File: config.mk
export PLATFORM = sky130hd
export DESIGN_NAME = level_crossing_detector
export DESIGN_NICKNAME = d
export VERILOG_FILES = /design/src/rtl/level_crossing_detector.sv
export SDC_FILE = /design/constraint.sdc
export NUM_CORES = 1
export LEC_CHECK = 0
export ABC_AREA = 1
export CAP_MARGIN = 10
export CORE_MARGIN = 2
export CORE_UTILIZATION = 52
export DETAILED_ROUTE_END_ITERATION = 16
export PLACE_DENSITY_LB_ADDON = 0.08
export SYNTH_ARGS = -nofsm -noshare
export SYNTH_HDL_FRONTEND = slang
export SYNTH_SLANG_ARGS = --single-unit
File: constraint.sdc
create_clock -name system1000 -period 2.8 [get_ports system1000]
set_input_delay 0.42 -clock system1000 [delete_from_list [all_inputs] [get_ports system1000]]
set_output_delay 0.42 -clock system1000 [all_outputs]
set_load 0.1 [all_outputs]
File: src/rtl/level_crossing_detector.sv
// Hysteresis level detector on the averaged sample stream with an N-sample debounce,
// registered level flag, single-cycle rise/fall pulses and a saturating dwell counter.
module level_crossing_detector #(
  parameter logic signed [7:0] HI_THRESH = 8'sd20,
  parameter logic signed [7:0] LO_THRESH = -8'sd20,
  parameter int unsigned       HOLD      = 3,
  parameter int unsigned       CNT_W     = 8
) (
  input  logic             system1000,
  input  logic             system1000_rst,
  input  logic [7:0]       sample_i,
  input  logic             sample_valid_i,
  output logic             level_o,
  output logic             rise_o,
  output logic             fall_o,
  output logic [CNT_W-1:0] dwell_o
);

  typedef enum logic [1:0] {
    LOW    = 2'd0,
    ARM_HI = 2'd1,
    HIGH   = 2'd2,
    ARM_LO = 2'd3
  } state_t;

  localparam logic [3:0] HOLD_C = 4'(HOLD);

  state_t             state, state_n;
  logic [3:0]         hold, hold_n;
  logic               level_n, rise_n, fall_n;
  logic [CNT_W-1:0]   dwell_n;
  logic signed [7:0]  sample_s;
  logic               is_hi, is_lo;

  assign sample_s = $signed(sample_i);
  assign is_hi    = (sample_s >= HI_THRESH);
  assign is_lo    = (sample_s <= LO_THRESH);

  always_ff @(posedge system1000 or posedge system1000_rst) begin
    if (system1000_rst) begin
      state   <= LOW;
      hold    <= '0;
      level_o <= 1'b0;
      rise_o  <= 1'b0;
      fall_o  <= 1'b0;
      dwell_o <= '0;
    end else begin
      state   <= state_n;
      hold    <= hold_n;
      level_o <= level_n;
      rise_o  <= rise_n;
      fall_o  <= fall_n;
      dwell_o <= dwell_n;
    end
  end

  always_comb begin
    state_n = state;
    hold_n  = hold;
    rise_n  = 1'b0;
    fall_n  = 1'b0;
    dwell_n = dwell_o;
    if (sample_valid_i) begin
      // Increment by default; a completed transition overrides this with zero below.
      dwell_n = (dwell_o == '1) ? dwell_o : dwell_o + CNT_W'(1);
      unique case (state)
        LOW: begin
          if (is_hi) begin
            if (HOLD_C == 4'd1) begin
              state_n = HIGH;
              hold_n  = '0;
              rise_n  = 1'b1;
              dwell_n = '0;
            end else begin
              state_n = ARM_HI;
              hold_n  = 4'd1;
            end
          end
        end
        ARM_HI: begin
          if (is_hi) begin
            if (hold + 4'd1 == HOLD_C) begin
              state_n = HIGH;
              hold_n  = '0;
              rise_n  = 1'b1;
              dwell_n = '0;
            end else begin
              hold_n = hold + 4'd1;
            end
          end else begin
            state_n = LOW;
            hold_n  = '0;
          end
        end
        HIGH: begin
          if (is_lo) begin
            if (HOLD_C == 4'd1) begin
              state_n = LOW;
              hold_n  = '0;
              fall_n  = 1'b1;
              dwell_n = '0;
            end else begin
              state_n = ARM_LO;
              hold_n  = 4'd1;
            end
          end
        end
        ARM_LO: begin
          if (is_lo) begin
            if (hold + 4'd1 == HOLD_C) begin
              state_n = LOW;
              hold_n  = '0;
              fall_n  = 1'b1;
              dwell_n = '0;
            end else begin
              hold_n = hold + 4'd1;
            end
          end else begin
            state_n = HIGH;
            hold_n  = '0;
          end
        end
        default: begin
          state_n = LOW;
          hold_n  = '0;
        end
      endcase
    end
    level_n = (state_n == HIGH) || (state_n == ARM_LO);
  end

endmodule

### Yosys cells after proc, flatten, opt, wreduce, memory -nomap -nowiden

Index checks and enable logic that the tools add are counted.

* flip-flop bits (word level): 17
* bits in latches: 0
* bits in writable memories: 0
* ROM bits: 0
* input port bits: 11
* output and inout bits: 11
* logic and storage cells: 48
* memories kept: 0

* add/subtract/negate cells: 2
* multiply operators: 0
* divide/modulo/power cells: 0
* $lt $le $gt $ge: 2
* equality and inequality tests: 9
* shift-type cells: 0
* mux-type cells: 26
* bitwise logic cells: 0
* reduce and logical (&&, ||, !) cells: 3

Operators by type and width (count)
* 8-bit two-way mux: 4
* 4-bit two-way mux: 5
* 4-bit case mux with 4 select lines: 1
* 8-bit case mux with 2 select lines: 1
* 2-bit two-way mux: 7
* 8-bit by 1-bit adder with 8-bit output (second input constant): 1
* 2-bit == test (second input constant): 4
* 8-bit == test (second input constant): 1
* 8-bit by 6-bit >= comparator with 1-bit output (second input constant): 1
* 8-bit by 6-bit <= comparator with 1-bit output (second input constant): 1
* 2-bit case mux with 4 select lines: 1
* 1-bit two-way mux: 7
* 4-bit by 1-bit adder with 4-bit output (second input constant): 1
* 4-bit by 2-bit == test with 1-bit output (second input constant): 1
* 2-bit != test (second input constant): 2
* 3-bit AND reduction: 1
* 2-bit by 1-bit == test with 1-bit output (second input constant): 1
* 2-bit logical NOT: 1
* 1-bit logical OR: 1

### Longest topological paths before layout

Gate-level depths: netlist of run 1.

* depth after elaboration: 8
* mapped depth: 10
* mapped depth without buffers: 10

### Worst setup path before layout of run 1

No wires, ideal clock.

* path kind: reg-to-reg
* from: register dwell_o[1]
* to: register dwell_o[5]
* library setup time: 122 ps
* arrival: 1922 ps
* required time: 2678 ps
* slack: 755 ps
* stages on the path, launching flop included: 8
* path buffers: 0
* clock period less this slack: 2045 ps
* path through: dfrtp_1 > ha_1 > nand2_1 > inv_2 > nand4_4 > nand3_1 > xor2_1 > nor2_2

* longest elaborated chain between the ends: 5
* elaborated cells on any way between the ends: 7
* those cells by class: 1 x add/sub; 1 x eq/ne; 5 x mux

RTL lines
* from (decl): RTL line 16 `output logic [CNT_W-1:0] dwell_o`
* from (signal assigned): RTL line 53 `dwell_o <= dwell_n;`
* 8-bit by 1-bit adder with 8-bit output or 8-bit == test (tied branches): RTL line 65 `dwell_n = (dwell_o == '1) ? dwell_o : dwell_o + CNT_W'(1);`
* 8-bit two-way mux *: RTL line 65
* 8-bit two-way mux: RTL line 82, 110
* 8-bit two-way mux, on equally long branches: RTL line 109, 81
* 8-bit case mux with 2 select lines *: RTL line 66 `unique case (state)`

Mark *: on every way between the ends. The rest lies on a longest branch, timed or not.
A chain may end at the register's enable or synchronous reset.

### Final worst setup path of run 1

* from: input port sample_valid_i
* to: register hold[1]

* longest elaborated chain between the ends: 1

RTL lines
* from (decl): RTL line 12 `input logic sample_valid_i,`
* 3-bit AND reduction (no source line)
* to (signal assigned): RTL line 49 `hold <= hold_n;`
* to (decl): RTL line 29 `logic [3:0] hold, hold_n;`

Every way passes these cells.

==> metrics.md, run 1 <==
| Metric | Value |
|---|---|
| Core Rows | `17` |
| Initial antenna violation count | `0` |
| Clock tree sinks | `17` |
| Commonest cells in the synthesized netlist | `nand2_1, inv_1, dfrtp_1` |
| Synth cell types | `26` |
| CP Capture Type | `flop` |
| CP Max Fanout | `11` |
| Via density per instance | `4.87` |
| Final HPWL DP | `1.71 mm` |
| Worst path cell trace | `clkdlybuf4s50_1 > inv_2 > a21oi_2 > nand2_1 > nand2_1 > nand2_1` |
| Synthesis-to-layout area growth | `20.5%` |
| Setup TNS | `0 ns` |
| Most frequent cell after synthesis | `nand2_1` |
| Synth Instances | `158` |
| Final setup margin | `1.18 ns` |
| P_leak | `0.000751 µW` |
| Postcts setup bufs | `0` |
| Clk slew on worst S/H paths | `about 0.1 ns` |
| Initial detailed-routing violation count | `14` |
| Top-Level Pins | `22` |
| Worst-Skew Late Latency | `0.29 ns` |
| Min cycle time layout | `1.62 ns` |
| Area post-placement | `between 0.001 and 0.0015 mm²` |
| RSZ-0062 raised after global routing | `no` |
| Post-synth top area cell | `dfrtp_1` |
| Initial Utilization | `0.540` |
| Total number of vias | `1022` |
| Share of synthesized registers carrying an async set or reset | `1.00` |
| Crit path required time | `2.99 ns` |
| Antenna diodes | `0` |
| CTS tree | `done` |
| Critical path launch point type | `input pin` |
| Die height | `about 50 µm` |
| Synth top area share | `0.363` |
| Clock root cell | `clkbuf_4` |
| Worst EP arrival | `1.81 ns` |
| CP dominant cell by count | `nand2_1` |
| Synth Register Bits | `17` |
| Layout Nets | `197` |
| First-pass iteration count of the detailed router | `4` |
| Critical path class | `in2reg` |
| TritonCTS buffer count | `3` |
| Outcome | `finished clean` |
| Slew Viols, Final | `0` |
| Post-synth EDFFs | `0` |
| Delay of the slowest critical-path stage | `0.69 ns` |
| Worst hold path type | `in2async` |
| Finished Cell Area | `0.00141 mm²` |
| Worst slew pin tran | `~0.63 ns` |
| Pre-CTS WS | `0.870 ns` |
| PortBufs | `21` |
| Post_cts resized | `0` |
| Die Width | `51.5 µm` |
| CP max-delay cell | `clkdlybuf4s50_1` |
| Max Fclk | `617 MHz` |
| Relative slew slack | `0.579` |
| Detail Route Antenna Nets | `0` |
| Post-Syn Area per Cell | `7.42 µm²` |
| Area contributors post-synth | `dfrtp_1, nand2_1, inv_1` |
| Worst Skew | `0.00693 ns` |
| First-pass GRT wire length | `roughly 3.7 mm` |
| Tot GR Track Use | `0.182` |
| VDD IR-drop max | `0.580 mV` |
| Vias in the first global route | `just over 900` |
| Total Routed Length | `between 2 and 2.5 mm` |
| Top_reg_cell synth | `dfrtp_1` |
| Fin crit share | `0.578` |
| Gp weighted congestion | `roughly 0.85` |
| Sequential area share after synthesis | `0.363` |
| Core area | `0.00217 mm²` |
| Max-cap violations | `0` |
| Post-Syn Nets | `172` |
| Mapped cell area | `about 0.0012 mm²` |
| Pwr dens | `829 mW/mm²` |
| H-tree levels | `1` |
| Hold buffers post-CTS | `0` |
| Total congestion overflow | `0` |
| Largest net degree at the start of global routing | `18` |
| DRC Markers | `0` |
| Die Area | `roughly 0.0027 mm²` |
| Layout cells sized above 1 | `0.209` |
| # setup viols final | `0` |
| Final Hold Viols | `0` |
| Clk buf depth | `2` |
| Wire per inst | `10.1 µm` |
| Yosys Warn Count | `0` |
-- cells by family after synthesis --
kind of cell | after synthesis | share of synthesized area
xor+xnor | 5 | 0.0374
flops | 17 | 0.363
buf+inv | 26 | 0.0843
fa+ha+maj | 3 | 0.0320
compound gates | 10 | 0.0523
simple gates | 97 | 0.431
-- registers in the layout (all words and copies together), names as in the netlist --
name and cells:
dwell_o 8, hold 4, state 2, fall_o 1, level_o 1, rise_o 1
-- per-stage QoR --
stage	power, µW	instances	utilization	hold slack, ns
detailed placement	1050	206	0.638	0.529
global placement	1050	206	0.638	0.530
CTS	1180	210	0.651	0.526
global route	1240	210	0.651	0.552
floorplan	913	158	-	0.346
finish	1170	210	0.651	0.499
-- per-layer routing --
| layer | global-route usage | vias to the layer above | wire (µm) |
|---|---|---|---|
| met5 | 0 | - | 0 |
| li1 | - | 541 | - |
| met1 | 0.228 | 469 | 1010 |
| met3 | 0.00877 | 2 | 37 |
| met2 | 0.321 | 10 | 1060 |
| met4 | 0.0789 | 0 | 17 |
-- cell type report --
| class | instances | area, µm² |
|---|---|---|
| Multi-Input combinational cell | 115 | 648 |
| Clock buffer | 3 | 22.5 |
| Sequential cell | 17 | 425 |
| Timing Repair Buffer | 21 | 183 |
| Inverter | 25 | 93.8 |
| Tap cell | 28 | 35.0 |
| Clock inverter | 1 | 5.00 |
| Fill cell | 207 | 757 |
-- power breakdown --
group | internal [µW] | total [µW] | switching [µW]
Sequential | 300 | 374 | 73.1
Combinational | 170 | 668 | 498
Clock | 53.0 | 129 | 76.1
-- worst paths after layout --
| kind | slack [ns] | depth (start not counted) | endpoint | startpoint |
|---|---|---|---|---|
| setup reg to reg | 1.30 | 8 | dwell_o[2] | hold[0] |
| max in group asynchronous | 1.89 | 2 | fall_o | system1000_rst |
| hold / removal | 0.50 | 2 | hold[0] | system1000_rst |
| setup / recovery | 1.18 | 6 | hold[1] | sample_valid_i |
| hold reg to reg | 0.56 | 2 | hold[3] | hold[3] |
| min in group system1000 | 0.56 | 2 | hold[3] | hold[3] |
-- cells in the final DEF, fill, tap and decap left out, drive strengths merged --
master,count
buf,11
xor2,5
clkbuf,3
o21bai,1
nand3,10
nand4,7
clkinv,3
o21ai,5
a21oi,2
nor2,25
clkdlybuf4s50,10
nor3,2
nand2,53
inv,23
o211ai,2
dfrtp,17
ha,3
-- critical path, delay by kind of cell --
kind                   cells  cell delay (ns)
and+or+nand+nor            3             0.28
buffers and inverters      2             0.87
AOI/OAI and AO/OA          1             0.24
No activity file was read; power rests on OpenSTA's default activity.
==> inputs of run 2 (changes only) <==
- CORE_UTILIZATION: 52 -> 46
- clock period: 2.8 -> 1.38 ns (I/O delays scaled with it)
==> run 2 against run 1 <==
Compared with the run above:
- the run now ends with negative setup slack left
- clock power up 110%
- critical path depth increased by 2
- final area increased by 27%
- sequential power up 110%
- critical endpoint is now dwell_o[0]
- sequential share of layout area shrank 5.2 points
- critical path type is now reg2reg
- core utilization is 8.0 points higher
- global-route usage rose by 0.94 points
- combinational power grew to 2.9 times the previous value
- non-clock buffer count is 19 higher
- register-to-register slack lost 1.4 ns
- largest power group unchanged
==> metrics.md, run 2 (synthesis gave the netlist of run 1 again) <==
| Metric | Value |
|---|---|
| Tot GR Track Use | `0.191 (+0.00940)` |
| Crit path required time | `1.58 ns (-1.41 ns)` |
| WP depth | `8 (+2)` |
| Initial detailed-routing violation count | `7 (-7)` |
| Min cycle time layout | `around 1.5 ns` |
| Hold buffers post-CTS | `0 (unchanged)` |
| Relative slew slack | `0.778 (+0.199)` |
| Layout Nets | `216 (+9.6%)` |
| CP max-delay cell | `dfrtp_1` |
| R2r setup slk | `-0.08 ns (-1.38 ns)` |
| Top-Level Pins | `22 (unchanged)` |
| Die Area | `0.00297 mm² (+12%)` |
| Commonest non-fill, non-tap cells in the layout | `nand2_1, inv_1, buf_4` |
| Die height | `54.5 µm (+5.8%)` |
| CP delay by family, top | `simple AND/OR/NAND/NOR gates` |
| Core area | `0.00245 mm² (+13%)` |
| PortBufs | `21 (unchanged)` |
| Area post-placement | `0.00172 mm² (+24%)` |
| CTS tree | `done` |
| Critical path launch point type | `flop` |
| Layout cells sized above 1 | `0.398 (+0.189)` |
| Critical path class | `reg2reg` |
| WP buf/inv | `1 (-1)` |
| CP Capture Type | `flop` |
| Outcome | `complete, but fails checks` |
| Via density per instance | `4.81 (-1.2%)` |
| First-pass GRT wire length | `4.00 mm (+9.0%)` |
| Slew Viols, Final | `0 (unchanged)` |
| Largest regs | `dwell_o x8, hold x4, state x2` |
| CP Max Fanout | `5 (-6)` |
| Worst slew pin tran | `0.333 ns (-0.298 ns)` |
| VDD IR-drop max | `2.11 mV (+260%)` |
| Crit path capture | `dwell_o[0]` |
| Number of fill cells | `186 (-10%)` |
| Worst-Skew Late Latency | `0.29 ns (about the same)` |
| Wire per inst | `10.6 µm (+4.9%)` |
| Max Fclk | `687 MHz` |
| H-tree levels | `1 (unchanged)` |
| RR Startpoint | `hold[0]` |
| Initial Utilization | `0.478 (-0.0628)` |
| # setup viols final | `10 (+10)` |
| Largest net degree at the start of global routing | `11 (-7)` |
| Pre-CTS WS | `-0.224 ns (-1.09 ns)` |
| P_leak | `0.000887 µW (+18%)` |
| Crit Reg-Reg Endpoint | `dwell_o[0]` |
| Worst Skew | `0.00235 ns (-0.00459 ns)` |
| Worst hold path type | `in2async` |
| Final setup margin | `-0.0750 ns (-1.26 ns)` |
| Initial antenna violation count | `0 (unchanged)` |
| Final HPWL DP | `2.03 mm (+19%)` |
| Core Rows | `18 (+1)` |
| R2R cell count | `8 (unchanged)` |
| Delay of the slowest critical-path stage | `0.43 ns (-0.26 ns)` |
| First-pass iteration count of the detailed router | `3 (-1)` |
| Total number of vias | `1111 (+8.7%)` |
| Failing checks | `negative setup slack` |
| Max-cap violations | `0 (unchanged)` |
| Design Power | `2980 µW (+150%)` |
| RSZ-0062 raised after global routing | `yes` |
| Clk buf depth | `2 (unchanged)` |
| Worst path cell trace | `buf_4 > nand3_1 > nand2_1 > nand2_2 > nor2_4 > nand2_4 > nor2_8 > nor2_2` |
| TritonCTS buffer count | `3 (unchanged)` |
| Gp weighted congestion | `0.829 (-2.5%)` |
| Finished Cell Area | `0.00179 mm² (+27%)` |
| Clk slew on worst S/H paths | `0.10 ns (about the same)` |
| Die Width | `54.5 µm (+5.8%)` |
| Total Routed Length | `2.44 mm (+15%)` |
| Detail Route Antenna Nets | `0 (unchanged)` |
| Max FFs per register | `8 (unchanged)` |
| DRC Markers | `0 (unchanged)` |
| Worst EP arrival | `1.65 ns (-0.16 ns)` |
| Clock tree sinks | `17 (unchanged)` |
| Fin crit share | `1.05` |
| Commonest non-fill, non-tap cell in the layout | `nand2_1` |
| Final Hold Viols | `0 (unchanged)` |
| Total congestion overflow | `0 (unchanged)` |
| Antenna diodes | `0 (unchanged)` |
| Synthesis-to-layout area growth | `53.0%` |
| Pwr dens | `1660 mW/mm² (+100%)` |
| Critical path launch point | `hold[0]` |
| Clock root cell | `clkbuf_4` |
| Reg with most FFs | `dwell_o` |
| Vias in the first global route | `1018 (+12%)` |
[run 2: cell types whose count changed in the layout (fill, tap and decap cells not counted), sizes merged]
cell / change
buf: +19
[run 2: cell type report]
cell class	instances	area [µm²]	share of cell area
inverters	25	93.8	0.0523
flip-flops and latches	17	448	0.250
clock buffers	3	22.5	0.0126
multi-input cells	115	721	0.402
well taps	30	37.5	0.0209
clock inverters	1	5.00	0.00279
repair buffers	40	467	0.260
[run 2: worst min path at each step]
stage | startpoint | end | slack, ns
6_report | system1000_rst | dwell_o[2] | 0.16
5_1_grt | system1000_rst | dwell_o[2] | 0.20
4_1_cts | system1000_rst | dwell_o[4] | 0.16
3_5_place_dp | system1000_rst | dwell_o[4] | 0.49
3_3_place_gp | system1000_rst | dwell_o[2] | 0.48
2_1_floorplan | system1000_rst | dwell_o[0] | 0.13
[run 2: metrics by stage]
| step | setup TNS [ns] | hold WS, ns | std cells | util |
|---|---|---|---|---|
| final | -0.500 | 0.158 | 231 | 0.731 |
| after floorplan | -0.903 | 0.133 | 158 | - |
| after CTS | -0.332 | 0.164 | 231 | 0.730 |
| after global routing | -1.53 | 0.197 | 231 | 0.731 |
| after global placement | -1.87 | 0.481 | 226 | 0.700 |
| after detailed placement | -2.48 | 0.491 | 226 | 0.700 |
[run 2: routing by layer]
metal | vias up | wire (µm) | GRT usage
met2 | 17 | 1340 | 0.376
met3 | 5 | 42 | 0.00820
met1 | 507 | 1000 | 0.201
met4 | 0 | 61 | 0.100
met5 | - | 0 | 0
li1 | 582 | - | -
[run 2: report_power, final]
group	leakage [µW]	internal (µW)	switching, µW
logic	0.000671	749	1180
clock network	0.0000177	108	162
registers	0.000198	659	123
total	0.000887	1520	1470
[run 2: repair_timing]
item	in CTS	in global routing
pin swaps	10	1
resized for setup	10	2
buffers inserted	1	0
setup endpoints to repair	12	14
==> inputs of run 3 (changes only) <==
- CELL_PAD_IN_SITES_DETAIL_PLACEMENT: unset -> 1
- CELL_PAD_IN_SITES_GLOBAL_PLACEMENT: unset -> 1
- CORE_UTILIZATION: 46 -> 37
- SLEW_MARGIN: unset -> 20
- clock period: 1.38 -> 1.6 ns (I/O delays scaled with it)
==> run 3 against run 2 <==
Compared with the run above:
- the run now ends clean
- flip-flop and latch count unchanged
- sequential power down 6.1%
- combinational power down 26%
- clock power down 11%
- cell count unchanged
- critical endpoint is now state[1]
- final area down 8.6%
- core utilization down 19 points
- non-clock buffer count down 14
- clock skew up 0.0049 ns
- critical path depth down 1
- critical path type unchanged
- largest power group unchanged
- global-route usage down 0.78 points
- total power down 20%
==> metrics.md, run 3 (synthesis gave the netlist of run 1 again) <==
| Metric | Value |
|---|---|
| Total number of vias | `1111 (unchanged)` |
| R2r setup slk | `0.07 ns (+0.14 ns)` |
| Finished Layout Cells | `231 (unchanged)` |
| First-pass iteration count of the detailed router | `4 (+1)` |
| CTS tree | `done` |
| Reg with most FFs | `dwell_o` |
| Crit path required time | `1.78 ns (+0.20 ns)` |
| Final Hold Viols | `0 (unchanged)` |
| Tot GR Track Use | `0.183 (-0.00780)` |
| Clock root cell | `clkbuf_4` |
| Clock tree sinks | `17 (unchanged)` |
| TritonCTS buffer count | `3 (unchanged)` |
| Layout cells sized above 1 | `0.283 (-0.115)` |
| VDD IR-drop max | `0.761 mV (-64%)` |
| Delay of the slowest critical-path stage | `0.46 ns (+0.03 ns)` |
| WP buf/inv | `0 (-1)` |
| Slew Viols, Final | `0 (unchanged)` |
| Worst EP arrival | `1.71 ns (+0.06 ns)` |
| Die height | `60.3 µm (+11%)` |
| DRC Markers | `0 (unchanged)` |
| RR Startpoint | `hold[1]` |
| Design Power | `2390 µW (-20%)` |
| CP Max Fanout | `6 (+1)` |
| CP max-delay cell | `dfrtp_2` |
| Worst Skew | `0.00728 ns (+0.00493 ns)` |
| Worst path cell trace | `ha_1 > nand2_1 > nand3_4 > nor3_4 > nand2_1 > nand2_1 > o211ai_1` |
| CP dominant cell by count | `nand2_1` |
| Number of fill cells | `365 (+96%)` |
| Final HPWL DP | `2.39 mm (+18%)` |
| Largest net degree at the start of global routing | `10 (-1)` |
| Storage element area | `443 µm² (-1.1%)` |
| Worst slew pin tran | `0.370 ns (+0.0366 ns)` |
| Max-cap violations | `0 (unchanged)` |
| CP Capture Type | `flop` |
| Largest regs | `dwell_o x8, hold x4, state x2` |
| Area post-placement | `0.00159 mm² (-7.6%)` |
| RSZ-0062 raised after global routing | `no` |
| Total Routed Length | `2.91 mm (+19%)` |
| Core area | `0.00303 mm² (+23%)` |
| Fin crit share | `0.959 (-0.0958)` |
| Core Rows | `20 (+2)` |
| CP delay by family, top | `simple AND/OR/NAND/NOR gates` |
| Die Width | `60.3 µm (+11%)` |
| Die Area | `0.00363 mm² (+22%)` |
| Initial detailed-routing violation count | `21 (+14)` |
| Finished Cell Area | `0.00164 mm² (-8.6%)` |
| Commonest non-fill, non-tap cell in the layout | `nand2_1` |
| Critical path class | `reg2reg` |
| Worst-Skew Late Latency | `0.30 ns (about the same)` |
| Synthesis-to-layout area growth | `39.9%` |
| Vias in the first global route | `1166 (+15%)` |
| Wire per inst | `12.6 µm (+19%)` |
| Multi-input logic area | `664 µm² (-7.8%)` |
| Antenna diodes | `0 (unchanged)` |
| Detail Route Antenna Nets | `0 (unchanged)` |
| Clk slew on worst S/H paths | `0.10 ns (about the same)` |
| # setup viols final | `0 (-10)` |
| Outcome | `finished clean` |
| Max FFs per register | `8 (unchanged)` |
| Placed Cells | `226 (unchanged)` |
| P_leak | `0.000809 µW (-8.7%)` |
| Clk buf depth | `2 (unchanged)` |
| Via density per instance | `4.81 (unchanged)` |
| Initial antenna violation count | `0 (unchanged)` |
| Crit Reg-Reg Endpoint | `state[1]` |
| PortBufs | `21 (unchanged)` |
| Top-Level Pins | `22 (unchanged)` |
| R2R cell count | `7 (-1)` |
| Initial Utilization | `0.387 (-0.0904)` |
| Gp weighted congestion | `0.799 (-3.7%)` |
| First-pass GRT wire length | `4.89 mm (+22%)` |
| Layout Nets | `202 (-6.5%)` |
| Total congestion overflow | `0 (unchanged)` |
| Worst hold path type | `in2async` |
| Min cycle time layout | `1.53 ns (+0.0786 ns)` |
| Hold_ws | `0.197 ns (+0.0393 ns)` |
| H-tree levels | `1 (unchanged)` |
| Commonest non-fill, non-tap cells in the layout | `nand2_1, inv_1, nor2_1` |
| Relative slew slack | `0.753 (-0.0244)` |
| Critical path launch point type | `flop` |
| Pwr dens | `1460 mW/mm² (-12%)` |
| Hold buffers post-CTS | `0 (unchanged)` |
| Max Fclk | `652 MHz (-5.1%)` |
==> run 3: layout make-up <==
type                            instances  share of cell area
Sequential cell                        17               0.270
Inverter                               25              0.0572
Multi-Input combinational cell        115               0.405
Timing Repair Buffer                   26               0.218
Clock buffer                            4              0.0160
Tap cell                               44              0.0336
==> run 3: layer usage <==
metal	vias to the layer above	part of all wire	track usage
met5	-	0	0
li1	550	-	-
met3	8	0.019	0.0152
met1	532	0.40	0.196
met2	21	0.55	0.348
met4	0	0.030	0.0984
==> run 3: report_power, final <==
part | leakage, µW | switching [µW] | internal [µW]
Clock | 0.0000150 | 144 | 97.4
Combinational | 0.000599 | 902 | 514
Sequential | 0.000195 | 179 | 556
Total | 0.000809 | 1220 | 1170
==> run 3: worst max path at each step <==
stage | slack [ns] | depth (start not counted) | endpoint | from
after global routing | 0.005 | 9 | state[0] | hold[0]
after CTS | 0.004 | 8 | state[1] | hold[1]
final | 0.07 | 7 | state[1] | hold[1]
after global placement | -0.04 | 10 | hold[0] | sample_i[3]
after detailed placement | -0.07 | 8 | hold[1] | sample_i[2]
after floorplan | 0.008 | 6 | dwell_o[5] | dwell_o[4]
==> run 3: what timing repair did <==
| item | CTS | global route |
|---|---|---|
| resized for setup | 1 | 4 |
| setup endpoints to repair | 1 | 11 |
| buffers inserted | 0 | 1 |
| cloned | 0 | 0 |
| pin swaps | 0 | 1 |
==> run 3: stage by stage <==
step | utilization | TNS, ns | worst slack, ns
CTS | 0.533 | 0 | 0.00403
global placement | 0.524 | -0.0356 | -0.0356
detailed placement | 0.524 | -0.302 | -0.0718
floorplan | - | 0 | 0.00828
finish | 0.542 | 0 | 0.0663
global route | 0.542 | 0 | 0.00544
